==> config.mk <==
export PLATFORM = sky130hd
export DESIGN_NAME = data_switch_ctrl
export DESIGN_NICKNAME = d
export VERILOG_FILES = /design/src/rtl/data_switch_ctrl_pkg.sv /design/src/rtl/data_switch.sv /design/src/rtl/data_switch_ctrl.sv
export SDC_FILE = /design/constraint.sdc
export NUM_CORES = 1
export LEC_CHECK = 0
export ABC_CLOCK_PERIOD_IN_PS = 6880
export CAP_MARGIN = 20
export CORE_ASPECT_RATIO = 0.8
export CORE_MARGIN = 5
export CORE_UTILIZATION = 46
export CTS_CLUSTER_DIAMETER = 200
export CTS_CLUSTER_SIZE = 10
export DETAILED_ROUTE_END_ITERATION = 12
export GPL_TIMING_DRIVEN = 0
export PLACE_DENSITY = 0.81
export RECOVER_POWER = 50
export REMOVE_ABC_BUFFERS = 1
export SLEW_MARGIN = 20
export SYNTH_ARGS = -nofsm -noshare
export SYNTH_HDL_FRONTEND = slang
export SYNTH_SLANG_ARGS = --single-unit
export TNS_END_PERCENT = 20
==> constraint.sdc <==
create_clock -name clk -period 6.88 [get_ports clk]
set_clock_uncertainty 0.05 [all_clocks]
set_input_delay 0.688 -clock clk [delete_from_list [all_inputs] [get_ports clk]]
set_output_delay 0.688 -clock clk [all_outputs]
set_load 0.01 [all_outputs]
==> src/rtl/data_switch_ctrl_pkg.sv <==
// data_switch_ctrl_pkg: shared sizing defaults, switch select encodings and
// controller state encoding for the data switch controller and its switch.
package data_switch_ctrl_pkg;

   localparam int unsigned DATA_WIDTH_DEF = 16;
   localparam int unsigned CONV_UNITS_DEF = 8;
   localparam int unsigned SEL_W          = 2;

   // Switch select: window shifted by k words (3x3 beats), or by one word (1x1)
   localparam logic [SEL_W-1:0] SEL_K0  = SEL_W'(0);
   localparam logic [SEL_W-1:0] SEL_K1  = SEL_W'(1);
   localparam logic [SEL_W-1:0] SEL_K2  = SEL_W'(2);
   localparam logic [SEL_W-1:0] SEL_1X1 = SEL_W'(3);

   typedef enum logic {
      ST_IDLE = 1'b0,
      ST_EMIT = 1'b1
   } state_e;

   // The last beat of a block is the third 3x3 beat or the only 1x1 beat
   function automatic logic is_final_sel(input logic [SEL_W-1:0] sel);
      return (sel == SEL_K2) || (sel == SEL_1X1);
   endfunction

endpackage

==> src/rtl/data_switch.sv <==
// data_switch: selects a CONV_UNITS-word window out of a CONV_UNITS+2 word block.
//   held  : input block, word i at [i*DATA_WIDTH +: DATA_WIDTH]
//   sel   : SEL_K0/K1/K2 -> shift 0/1/2 words, SEL_1X1 -> shift 1 word
//   win_c : combinational window, word j = held word j+shift
module data_switch
   import data_switch_ctrl_pkg::*;
#(
   parameter int unsigned DATA_WIDTH = DATA_WIDTH_DEF,
   parameter int unsigned CONV_UNITS = CONV_UNITS_DEF
) (
   input  logic [DATA_WIDTH*(CONV_UNITS+2)-1:0] held,
   input  logic [SEL_W-1:0]                     sel,
   output logic [DATA_WIDTH*CONV_UNITS-1:0]     win_c
);

   localparam int unsigned OUT_W = DATA_WIDTH * CONV_UNITS;

   // Three-way word-shift mux; 1x1 uses the centre (shift-by-one) column
   always_comb begin
      win_c = '0;
      unique case (sel)
         SEL_K0:          win_c = held[OUT_W-1:0];
         SEL_K1, SEL_1X1: win_c = held[OUT_W+DATA_WIDTH-1:DATA_WIDTH];
         SEL_K2:          win_c = held[OUT_W+2*DATA_WIDTH-1:2*DATA_WIDTH];
         default:         win_c = '0;
      endcase
   end

endmodule

==> src/rtl/data_switch_ctrl.sv <==
// data_switch_ctrl: holds one input block and plays it out as one (1x1) or
// three (3x3) shifted windows through data_switch.
//   clk, rst                               : clock, async active-high reset
//   s_valid/s_ready/s_data/s_mode_3x3/s_last : input block handshake + sidebands
//   m_valid/m_ready/m_data/m_sel/m_last      : output beat handshake + window
module data_switch_ctrl
   import data_switch_ctrl_pkg::*;
#(
   parameter int unsigned DATA_WIDTH = DATA_WIDTH_DEF,
   parameter int unsigned CONV_UNITS = CONV_UNITS_DEF
) (
   input  logic                                 clk,
   input  logic                                 rst,
   input  logic                                 s_valid,
   output logic                                 s_ready,
   input  logic [DATA_WIDTH*(CONV_UNITS+2)-1:0] s_data,
   input  logic                                 s_mode_3x3,
   input  logic                                 s_last,
   output logic                                 m_valid,
   input  logic                                 m_ready,
   output logic [DATA_WIDTH*CONV_UNITS-1:0]     m_data,
   output logic [SEL_W-1:0]                     m_sel,
   output logic                                 m_last
);

   localparam int unsigned IN_SIZE = CONV_UNITS + 2;

   state_e                        state;
   logic [DATA_WIDTH*IN_SIZE-1:0] held_data;
   logic                          held_last;
   logic [SEL_W-1:0]              sel_q;
   logic                          final_beat;
   logic                          beat_done;
   logic                          accept;

   assign final_beat = (state == ST_EMIT) && is_final_sel(sel_q);
   assign beat_done  = (state == ST_EMIT) && m_ready;
   // Ready on the final beat's handshake too, so blocks stream without a bubble
   assign s_ready    = !rst && ((state == ST_IDLE) || (final_beat && m_ready));
   assign accept     = s_valid && s_ready;

   assign m_valid = (state == ST_EMIT);
   assign m_sel   = sel_q;
   assign m_last  = final_beat && held_last;

   // Block holding register, beat select counter and IDLE/EMIT state
   always_ff @(posedge clk or posedge rst) begin
      if (rst) begin
         state     <= ST_IDLE;
         held_data <= '0;
         held_last <= 1'b0;
         sel_q     <= SEL_K0;
      end else begin
         if (accept) begin
            state     <= ST_EMIT;
            held_data <= s_data;
            held_last <= s_last;
            // The select sequence fully encodes the kernel mode
            sel_q     <= s_mode_3x3 ? SEL_K0 : SEL_1X1;
         end else if (beat_done) begin
            if (final_beat) begin
               state <= ST_IDLE;
               sel_q <= SEL_K0;
            end else begin
               sel_q <= sel_q + SEL_W'(1);
            end
         end
      end
   end

   data_switch #(
      .DATA_WIDTH (DATA_WIDTH),
      .CONV_UNITS (CONV_UNITS)
   ) u_switch (
      .held  (held_data),
      .sel   (sel_q),
      .win_c (m_data)
   );

endmodule

== After elaboration in Yosys (flattened, before gate mapping) ==
Index checks and enable logic that the tools add are counted.

* Register bits: 164
* Bits in latches: 0
* RAM bits: 0
* Bits in read-only memories: 0
* Input port bits: 166
* Memories kept: 0

* $add $sub $neg: 1
* $mul: 0
* Div/mod/pow operators: 0
* Order comparisons: 0
* Equality and inequality tests: 3
* Shift operators: 0
* Mux-type cells: 8
* Bitwise operators: 1
* Reduce and logical (&&, ||, !) cells: 14

{| class="wikitable"
|+ Operator list
! kind !! number
|-
| one-hot mux 128 bit (3 select lines) || 1
|-
| 2-to-1 mux 2 bit || 4
|-
| logical AND 1 bit || 6
|-
| equality test 2 bit, second input constant || 2
|-
| nonzero test 2 bit || 2
|-
| 2-to-1 mux 1 bit || 3
|-
| adder 2 x 1 -> 2 bit, second input constant || 1
|-
| equality test 2 x 1 -> 1 bit, second input constant || 1
|-
| zero test 2 bit || 1
|-
| logical OR 1 bit || 2
|-
| AND reduction 2 bit || 1
|-
| OR reduction 2 bit || 1
|-
| zero test 1 bit || 1
|-
| NOT 1 bit || 1
|}

== Depth between registers and ports, before layout ==
* Word-level depth: 9
* Depth in mapped cells: 9
* Depth with buffers taken out: 5

== By module ==
Synthesis repeated with hierarchy kept, for this count alone.

* Cells, all modules: 787
* Area, all modules: 9,272.6 µm²

{| class="wikitable"
|+ By module, submodules not included
! module !! instances !! cells an instance !! area each (µm²) !! sequential area each (µm²)
|-
| data_switch_ctrl || 1 || 361 || 6,536.3 || 4,103.9
|-
| data_switch || 1 || 426 || 2,736.4 || 0.0
|}

== Worst setup path after synthesis ==
Ideal clock, no wire load.

* Path kind: register to output
* From: register sel_q[0] (netlist: m_sel[0])
* To: output port m_data[117]
* Arrival time: 1.933 ns
* Data required time: 6.142 ns
* Setup slack: 4.209 ns
* Cell stages (with the launch flop): 8
* Path buffers: 3
* Path through: dfrtp_1 clkbuf_1 inv_1 ha_1 clkbuf_1 buf_1 a22oi_1 o21ai_0

* Cells in the longest elaborated chain, start to end: 3
* Elaborated cells on any way between the ends: 6

{| class="wikitable"
|+ Ends and longest elaborated chain
! item !! line !! source
|-
| from (decl) || data_switch_ctrl.sv:31 || <nowiki>logic [SEL_W-1:0] sel_q;</nowiki>
|-
| from (signal assigned) || data_switch_ctrl.sv:59 || <nowiki>sel_q <= s_mode_3x3 ? SEL_K0 : SEL_1X1;</nowiki>
|-
| from (signal assigned) || data_switch_ctrl.sv:65 || <nowiki>sel_q <= sel_q + SEL_W'(1);</nowiki>
|-
| equality test 2 bit or equality test 2 x 1 -> 1 bit (tied branches) || data_switch.sv:21 || <nowiki>unique case (sel)</nowiki>
|-
| OR reduction 2 bit || data_switch.sv:21 ||
|-
| one-hot mux 128 bit (3 select lines) * || data_switch.sv:21 ||
|-
| to (decl) || data_switch_ctrl.sv:21 || <nowiki>output logic [DATA_WIDTH*CONV_UNITS-1:0] m_data,</nowiki>
|}

Every way passes the cells marked *; elsewhere a longest branch is shown, timed or not.

== Worst setup path after layout ==
* From: register sel_q[0] (netlist: m_sel[0])
* To: output port m_data[60]

The elaborated chain is that of the path after synthesis.

==> flow_summary.json <==
{
  "ios": 299,
  "period_needed_ns": 5.29,
  "required_ns": 6.14,
  "die_y_um": 133,
  "finalSetupViolCount": 0,
  "grt_antenna_before_repair": 0,
  "global_route.usage.total_pct": 22.5,
  "ant_nets": 0,
  "wl_um": 25600,
  "crit_slowest_cell": "dfrtp_1",
  "path_class": "flop to output pin",
  "relSlewSlack_pct": -153,
  "crit_path_start_kind": "flop",
  "cts_root_buf": "clkbuf_16",
  "synthCells": 802,
  "ctsResizeCount": 0,
  "drv_slew": 145,
  "hpwl_um": 17700,
  "grt_pass1_wl_um": 39400,
  "ys_async_sr_fraction_pct": 100,
  "post_cts.repair.setup_buffers": 0,
  "outcome": "complete, but fails checks",
  "drc_errors": 0,
  "fmax_ghz": 0.189,
  "synth_most_common_cell": "dfrtp_1",
  "grt_pass1_vias": 7234,
  "synth_common_cells": "dfrtp_1 (164), nand2_1 (131), a22oi_1 (129), o21ai_0 (128), mux2_2 (93)",
  "crit_path_frequent_cell": "buf_16",
  "diodes": 0,
  "port_buffers": 298,
  "peakVddDrop_v": 0.000302,
  "cap_violations": 2,
  "synthTopCellsByArea": "dfrtp_1 (47%), mux2_2 (12%), mux2_4 (12%), a22oi_1 (11%), o21ai_0 (7.3%)",
  "avgViaCountPerCell": 5.51,
  "synth_area_per_cell_sq_um": 10.9,
  "violations": "max-capacitance violations, max-slew violations",
  "nFillCells": 1433,
  "synth_flop_cell": "dfrtp_1",
  "syn_area_sq_mm": 0.00876,
  "clkLatencyLatePin_ns": 0.42,
  "max_slew.worst_pin.slew_ns": 3.78,
  "finalInstanceArea_sq_mm": 0.0126,
  "clock_sinks": 164,
  "worstHoldPathType": "flop to flop",
  "std_cell_rows": 45,
  "yosysWarnings": 0,
  "post-route-period-util_pct": 76.9,
  "cp-end-kind": "output pin",
  "synth_seq_cells": 164,
  "start_util_pct": 46.4,
  "crit_buf_inv": 5,
  "dr.first_iter.drc_count": 442,
  "clk_pin_slew_ns": 0.06,
  "grt_overflow": 0,
  "drive_above_1_share_pct": 17.6,
  "cts_inserted_buffers": 17,
  "grt_max_degree": 92,
  "power_density_mw_per_mm2": 538,
  "place_area_sq_mm": 0.0122,
  "die_w_um": 164,
  "clk_path_buf_depth": 2,
  "synth_top_area_cell": "dfrtp_1",
  "rsz0062_at_grt": "false",
  "num_vias": 7346,
  "synth_top_area_share_pct": 46.9,
  "max_stage_delay_ns": 1.87,
  "synth_edf_count": 0,
  "gp_congestion": 0.766,
  "hold_ws_ns": 0.459,
  "crit_arrival_ns": 4.55,
  "syn_to_final_growth_pct": 44.3,
  "first_pass_iters": 5,
  "worstPathCellList": "buf_16 > inv_1 > ha_4 > buf_12 > buf_16 > o21ai_0 > clkdlybuf4s50_1",
  "hold_buffers": 0,
  "cts_max_level": 4,
  "wl_per_cell_um": 19.2,
  "power.leakage_nw": 5.00,
  "die_area_sq_mm": 0.0219,
  "critPathTopFamily": "flip-flops",
  "core_area_sq_mm": 0.0189,
  "synthDistinctLibCells": 19,
  "nets": 1231,
  "ys_seq_area_share_pct": 46.9,
  "hold_viol": 0,
  "cts_tree": "yes",
  "crit_fanout": 79
}
kinds of logic after synthesis:
group	after synthesis	share of synthesized area, %
adder cells (fa/ha/maj)	3	0.429
AND/OR/NAND/NOR	133	5.80
multiplexers	164	24.0
flip-flops	164	46.9
AO/OA/AOI/OAI	261	18.7
buffers and inverters	77	4.27
flip-flops by register name (all words and copies together), names as in the netlist:
register / count
held_last: 1
m_sel: 2
held_data: 160
m_valid: 1
cells in the final DEF (no fill, tap or decap), types with 3 or more instances in the layout:
cell type / synthesis / final
clkinv_4: 0 / 3
mux2_4: 68 / 45
clkdlybuf4s50_1: 0 / 294
dlygate4sd3_1: 0 / 4
inv_6: 0 / 5
o21ai_0: 128 / 129
inv_8: 0 / 3
dfrtp_1: 164 / 164
mux2_2: 93 / 93
buf_16: 0 / 14
mux2_1: 0 / 23
mux2i_1: 3 / 3
clkbuf_16: 0 / 17
nand2_1: 131 / 131
a22oi_1: 129 / 129
report_power, final:
part	leakage [nW]	internal (W)	switching [W]
combinational	2.78	0.00220	0.00171
sequential	1.94	0.00146	0.000518
clock	0.275	0.000487	0.000429
total	5.00	0.00415	0.00266
through the flow:
| step | setup TNS [ns] | setup WS [ns] | util (%) | power, W | std cells |
|---|---|---|---|---|---|
| after floorplan | -1458.33 | -8.72 | - | 0.00411 | 728 |
| final | 0 | 1.59 | 67.0 | 0.00680 | 1333 |
| after detailed placement | 0 | 2.90 | 64.7 | 0.00597 | 1301 |
| after global placement | -2953.94 | -15.03 | 62.0 | 0.00605 | 1284 |
| after global routing | 0 | 1.31 | 67.0 | 0.00726 | 1333 |
| after CTS | 0 | 2.50 | 67.7 | 0.00692 | 1333 |
area by class of cell:
cell class	count	area (sq um)	share of cell area [%]
clock buffer	19	443	3.50
sequential	164	4100	32.5
tap	258	323	2.55
inverter	3	12.5	0.0990
timing repair buffer	315	3410	27.0
clock inverter	13	116	0.921
multi-input combinational	561	4230	33.5
worst reg2reg max path, delay by kind of cell (launching register included):
| family | cells | cell delay (ns) |
|---|---|---|
| AOI/OAI and AO/OA | 2 | 0.86 |
| adders and majority gates | 1 | 0.43 |
| buffers and inverters | 6 | 2.25 |
| DFF | 1 | 1.21 |
| muxes | 1 | 0.35 |
per-layer routing:
metal | global-route usage (%) | up-vias | part of all wire, %
li1 | - | 3448 | -
met3 | 9.22 | 21 | 10
met5 | 0 | - | 0
met2 | 36.1 | 247 | 47
met1 | 28.4 | 3630 | 42
met4 | 5.31 | 0 | 1.1
final timing paths:
path	start	endpoint	slack [ns]	depth (start not counted)
setup reg to reg	m_sel[0]	held_data[26]	1.62	10
setup / recovery	m_sel[0]	m_data[60]	1.59	7
hold reg to reg	held_data[147]	held_data[147]	0.46	1
min in group asynchronous	rst	m_valid	1.83	2
max in group asynchronous	rst	held_data[9]	3.25	2
hold / removal	held_data[147]	held_data[147]	0.46	1
No activity file was read; power rests on OpenSTA's default activity.
